File: config.mk
export PLATFORM = sky130hd
export DESIGN_NAME = seq_pattern_detector
export DESIGN_NICKNAME = d
export VERILOG_FILES = /design/src/rtl/seq_det_pkg.sv /design/src/rtl/seq_window.sv /design/src/rtl/seq_pattern_detector.sv
export SDC_FILE = /design/constraint.sdc
export NUM_CORES = 1
export LEC_CHECK = 0
export BUFFER_PORTS_ARGS = -buffer_cell sky130_fd_sc_hd__buf_2
export CAP_MARGIN = 30
export CORE_AREA = 2 2 58 66
export CTS_CLUSTER_DIAMETER = 120
export DETAILED_ROUTE_END_ITERATION = 8
export DIE_AREA = 0 0 60 68
export GPL_ROUTABILITY_DRIVEN = 0
export GPL_TIMING_DRIVEN = 0
export PLACE_DENSITY = 0.82
export SYNTH_ARGS = -nofsm -noshare
export SYNTH_HDL_FRONTEND = slang
export SYNTH_SLANG_ARGS = --single-unit
File: constraint.sdc
create_clock -name clk -period 2.5 [get_ports clk]
set_input_delay 0.25 -clock clk [delete_from_list [all_inputs] [get_ports clk]]
set_output_delay 0.25 -clock clk [all_outputs]
set_load 0.05 [all_outputs]
File: src/rtl/seq_det_pkg.sv
// rtl/seq_det_pkg.sv - shared types and constants for the sequence pattern detector
package seq_det_pkg;

    typedef enum logic {
        S_FILL = 1'b0,
        S_SCAN = 1'b1
    } state_t;

    typedef enum logic [1:0] {
        DET_NONE = 2'd0,
        DET_EVEN = 2'd1,
        DET_ODD  = 2'd2
    } det_t;

    localparam int DET_W = 2;

endpackage

File: src/rtl/seq_window.sv
// rtl/seq_window.sv - symbol shift window with saturating fill counter and flush
module seq_window #(
    parameter int W  = 3,
    parameter int N  = 4,
    parameter int PW = $clog2(N+1)
) (
    input  logic           clk,
    input  logic           rst,
    input  logic           shift_en,
    input  logic           flush,
    input  logic [W-1:0]   inp,
    output logic [N*W-1:0] win_next,
    output logic [PW-1:0]  progress
);

    logic [N*W-1:0] win;

    // Newest symbol lands in the top slot so slot 0 always holds the oldest.
    assign win_next = {inp, win[N*W-1:W]};

    always_ff @(posedge clk) begin
        if (rst || flush) begin
            win      <= '0;
            progress <= '0;
        end else if (shift_en) begin
            win <= win_next;
            if (progress != PW'(N))
                progress <= progress + PW'(1);
        end
    end

endmodule

File: src/rtl/seq_pattern_detector.sv
// rtl/seq_pattern_detector.sv - programmable N-symbol pattern detector with sum and match count
module seq_pattern_detector
    import seq_det_pkg::*;
#(
    parameter int W  = 3,
    parameter int N  = 4,
    parameter int CW = 8
) (
    input  logic                    clk,
    input  logic                    rst,
    input  logic [W-1:0]            inp,
    input  logic                    in_valid,
    input  logic [N*W-1:0]          pattern,
    input  logic                    overlap,
    input  logic                    clear,
    output logic                    done,
    output logic [DET_W-1:0]        detect,
    output logic [W+$clog2(N)-1:0]  sum,
    output logic [$clog2(N+1)-1:0]  progress,
    output logic [CW-1:0]           match_cnt
);

    localparam int PW = $clog2(N+1);
    localparam int SW = W + $clog2(N);

    state_t         state, state_nxt;
    logic [N*W-1:0] win_next;
    logic           accept;
    logic           full_after;
    logic           hit;
    logic           restart;
    logic [SW-1:0]  sum_next;

    // clear takes priority over a simultaneous symbol, which is dropped.
    assign accept     = in_valid && !clear;
    assign full_after = (state == S_SCAN) || (progress == PW'(N-1));
    assign hit        = accept && full_after && (win_next == pattern);
    assign restart    = hit && !overlap;

    seq_window #(
        .W  (W),
        .N  (N),
        .PW (PW)
    ) u_window (
        .clk      (clk),
        .rst      (rst),
        .shift_en (accept),
        .flush    (clear || restart),
        .inp      (inp),
        .win_next (win_next),
        .progress (progress)
    );

    always_comb begin
        sum_next = '0;
        for (int i = 0; i < N; i++)
            sum_next = sum_next + SW'(win_next[i*W +: W]);
    end

    always_ff @(posedge clk) begin
        if (rst)
            state <= S_FILL;
        else
            state <= state_nxt;
    end

    always_comb begin
        state_nxt = state;
        if (clear || restart)
            state_nxt = S_FILL;
        else if (accept && full_after)
            state_nxt = S_SCAN;
    end

    always_ff @(posedge clk) begin
        if (rst) begin
            done      <= 1'b0;
            detect    <= DET_NONE;
            sum       <= '0;
            match_cnt <= '0;
        end else begin
            done   <= hit;
            detect <= DET_NONE;
            if (hit) begin
                detect <= inp[0] ? DET_ODD : DET_EVEN;
                sum    <= sum_next;
                if (match_cnt != {CW{1'b1}})
                    match_cnt <= match_cnt + CW'(1);
            end
        end
    end

endmodule

Yosys cells after proc, flatten, opt, wreduce, memory -nomap -nowiden. Cells that the tools add are included. Widths: inputs -> output; s select.

Word-level logic and storage cells: 31. Register bits after elaboration: 32. Input port bits: 20.

Add/subtract/negate cells: 5. Bitwise logic cells: 1. Equal/unequal tests: 4. Reductions and logical operators: 13. Mux-type cells: 1.

Operators by type and width (count): $eq 12x12->1 (1); $add 8x1->8 const B (1); $ne 8x8->1 const B (1); $add 4x3->5 (1); $add 5x3->5 (1); $add 3x3->4 (1); $logic_and 1x1->1 (4); $reduce_and 2->1 (2); $reduce_or 2->1 (2); $add 3x1->3 const B (1); $eq 3x2->1 const B (1); $logic_or 1x1->1 (3); $ne 3x3->1 const B (1); $logic_not 1->1 (2); $mux 2 (1); $not 1->1 (1).

Longest topological paths before layout.
Word-level depth: 7. Mapped depth: 8. Mapped depth without buffers: 8.

By module. A second synthesis with hierarchy kept.

Cells, all modules: 170. Area total of the unflattened synthesis: 1665.3 um^2.

By module, submodules not included: seq_pattern_detector (times used 1, cells each 120, area an instance 1138.6 um^2); seq_window (times used 1, cells each 50, area an instance 526.8 um^2).

Worst setup path before layout. Ideal clock, no wire load.

Path kind: reg-to-reg. Start: register u_window.progress[0]. End: register match_cnt[5]. Cell stages (with the launch flop): 8. Setup slack: -0.069 ns. Arrival time: 2.448 ns. Data required time: 2.379 ns. Path through: dfxtp_1 ha_1 ha_1 o211ai_1 or4_4 buf_6 nor4_1 mux2_2.

Longest elaborated chain between the ends: 5.

RTL lines: start: declaration (line seq_window.sv:13) `output logic [PW-1:0] progress`; start signal: assignment (line seq_window.sv:28) `progress <= progress + PW'(1);`; $eq 3x2->1 (line seq_pattern_detector.sv:36) `assign full_after = (state == S_SCAN) || (progress == PW'(N-1));`; $logic_or 1x1->1 (line seq_pattern_detector.sv:36); $logic_and 1x1->1 (2 in a row) (line seq_pattern_detector.sv:37) `assign hit = accept && full_after && (win_next == pattern);`; $reduce_and 2->1 (no line); end signal: assignment (line seq_pattern_detector.sv:88) `match_cnt <= match_cnt + CW'(1);`; end: declaration (line seq_pattern_detector.sv:20) `output logic [CW-1:0] match_cnt`.

Every way passes these cells. A chain may end at the register's enable or synchronous reset.

Final worst setup path.
Start: register u_window.win[4]. End: register sum[2].

Longest elaborated chain between the ends: 3.

RTL lines: start: declaration (line seq_window.sv:16) `logic [N*W-1:0] win;`; start signal: assignment (line seq_window.sv:26) `win <= win_next;`; $add 3x3->4 (line seq_pattern_detector.sv:57) `sum_next = sum_next + SW'(win_next[i*W +: W]);`; $add 4x3->5 (line seq_pattern_detector.sv:57); $add 5x3->5 (line seq_pattern_detector.sv:57); via sum_next[2] (line seq_pattern_detector.sv:32) `logic [SW-1:0] sum_next;`; end signal: assignment (line seq_pattern_detector.sv:86) `sum <= sum_next;`; end: declaration (line seq_pattern_detector.sv:18) `output logic [W+$clog2(N)-1:0] sum,`.

The timed path passes the listed nets, and every way through them passes these cells.

==> impl_metrics.toml <==
[status]
outcome = "completed"

[finish]
antennaDiodeCount = 0
final_nets = 255
syn2layout_area_growth_pct = 22.9
final_layout_size_suffix_gt1_share_pct = 25.3
final_area_mm2 = 0.00190

[placement]
hpwl_um = 2510
pre_cts_slack_ns = -0.0392
placement.cell_area_mm2 = 0.00179
port_buffers = 37

[floorplan]
num_io_pins = 39
dieArea_mm2 = 0.00408
rows = 23
design.core.area_mm2 = 0.00348
die_height_um = 68
start_util_pct = 44.3
die_w_um = 60

[timing]
relSlewSlack_pct = 49.4
hold_viol = 0
finalCriticalPeriod_ns = 2.39
setup_viol = 0
grt_setup_unrepaired = "no"
final.period_utilization_pct = 95.6
finClkSkew_ns = 0.00422
drv_slew = 0
tightestPinTransition_ns = 0.753
fmax_mhz = 418
timing.final.ws_setup_ns = 0.110

[clock_network]
clock_latency_ns = 0.28
clk_pin_slew_ns = 0.06
cts_setup_buffers = 0
root_buffer = "clkbuf_8"
cts_htree_levels = 2
clock-sinks = 29
numCtsBuffers = 5
clockBufferDepth = 2
cts_tree = "done"

[power_and_ir_drop]
p_leak_uw = 0.000765
peakVddDrop_mv = 0.289
powerDensity_mw_per_mm2 = 491
power.total_uw = 930

[routing]
drt_first_pass_iters = 5
drt_wl_total_um = 3300
drtAntennaViolNets = 0
drtIter0Drc = 54
avgRoutedWirePerCell_um = 12.2
dr_total_vias = 1342
route.detailed.drc = 0
vias_per_cell = 4.95

[global_routing]
gr-total-overflow = 0
grt_max_degree = 11
antenna_found_initial = 0
track_usage_pct = 18.5
grt_pass1_wl_um = 5580
grt_pass1_vias = 1318

[setup_path]
crit_path_start_kind = "flip-flop"
reg2reg_depth = 8
crit_type = "reg2reg"
required_ns = 2.71
worstSetupEndpointType = "flip-flop"
crit_fanout = 3
worstPathArrival_ns = 2.61

[synthesis]
synth.net_count = 211
synth_largest_area_cell = "dfxtp_1"
syn_area_per_cell_um2 = 8.72
synth.distinct_cells = 36
ys_ff_latch = 29
synth_edf_count = 0
synthTopCellsByArea = "dfxtp_1 (38%), xnor2_1 (7.9%), fa_1 (7.8%)"
async_flop_share_pct = 0
ys_seq_area_share_pct = 37.6
synth_top_area_share_pct = 37.6
syn_inst = 177
synthesis.area_mm2 = 0.00154
ys_warn_count = 0
synth-main-ff-cell = "dfxtp_1"

[worst_hold_path]
hold_path.class = "in2reg"
hold-path-cell-count = 3

[run]
drv_cap = 0
==> flip-flops by register name, indices dropped and copies added, names as in the netlist <==
name               flops
done                   1
state                  1
sum                    5
detect                 2
u_window.win           9
u_window.progress      3
match_cnt              8
==> layout by cell type (no fill, tap or decap), types with 2 or more instances in the layout <==
| cell type | count |
|---|---|
| o31ai_1 | 3 |
| o21ai_0 | 2 |
| fa_1 | 5 |
| dfxtp_1 | 25 |
| and3_1 | 2 |
| dfxtp_2 | 4 |
| inv_1 | 13 |
| nand4_1 | 3 |
| nand3_1 | 2 |
| o21a_1 | 3 |
| xnor2_1 | 14 |
| nor2_1 | 11 |
| ha_1 | 7 |
| clkbuf_8 | 6 |
| nor2b_1 | 3 |
| nand2_1 | 29 |
| a21oi_1 | 18 |
| clkbuf_1 | 6 |
| or4_1 | 3 |
| buf_2 | 38 |
| nor3_1 | 2 |
==> where the power goes <==
group / switching [µW] / internal [µW]
clock network: 173 / 218
logic: 41.1 / 31.7
registers: 2.59 / 464
total: 217 / 714
==> Yosys cell counts, types with 5 or more instances <==
cell type / number
nor2_1: 11
inv_1: 13
a21oi_1: 19
fa_1: 6
ha_1: 8
nand2_1: 29
xnor2_1: 14
clkbuf_1: 5
dfxtp_1: 29
==> logic make-up (layout without fill, tap and decap cells) <==
group	count (synthesis)	in the layout	share of synthesized area (%)
flops	29	29	37.6
xor+xnor	14	14	7.95
compound gates	35	35	13.7
mux	2	2	1.38
fa+ha+maj	14	14	14.3
buf+inv	21	65	5.68
simple gates	62	62	19.4
==> critical path, stage by stage, from the launching register on <==
cell,delay (ns)
dfxtp_2,0.35
inv_1,0.06
fa_1,0.49
inv_1,0.05
fa_1,0.45
ha_2,0.20
fa_2,0.51
nand2_1,0.06
a21oi_2,0.15
==> per-stage QoR <==
| step | TNS [ns] | instances | hold WS [ns] | util (%) |
|---|---|---|---|---|
| final | 0 | 271 | 0.252 | 54.4 |
| after global routing | 0 | 271 | 0.263 | 54.4 |
| after CTS | 0 | 271 | 0.245 | 54.0 |
| after detailed placement | -0.0392 | 264 | 0.445 | 51.5 |
| after global placement | 0 | 264 | 0.438 | 51.5 |
| after floorplan | 0 | 177 | 0.329 | - |
==> layout make-up <==
type | instances | area, µm²
fillers | 340 | 1590
multi-input cells | 127 | 888
flip-flops and latches | 29 | 586
repair buffers | 37 | 185
clock buffers | 7 | 86.3
well taps | 50 | 62.6
inverters | 13 | 48.8
plain buffers | 8 | 38.8
==> metal layers <==
| metal | up-vias | wire length [µm] | GRT usage [%] |
|---|---|---|---|
| li1 | 687 | - | - |
| met5 | - | 0 | 0 |
| met4 | 0 | 52 | 11.1 |
| met1 | 616 | 1480 | 20.8 |
| met2 | 33 | 1610 | 31.8 |
| met3 | 6 | 152 | 3.78 |
==> repair_timing <==
action / CTS / global route
gates resized for setup: 2 / 5
pin swaps: 0 / 2
endpoints found under the setup margin: 1 / 13
hold buffers: 0 / 0
==> worst paths after layout <==
path / endpoint / slack, ns / from
min: u_window.win[11] / 0.25 / inp[2]
max reg2reg: sum[2] / 0.11 / u_window.win[4]
min reg2reg: sum[1] / 0.45 / sum[1]
max: sum[2] / 0.11 / u_window.win[4]
Note: power is estimated with default switching activity, not from simulation.
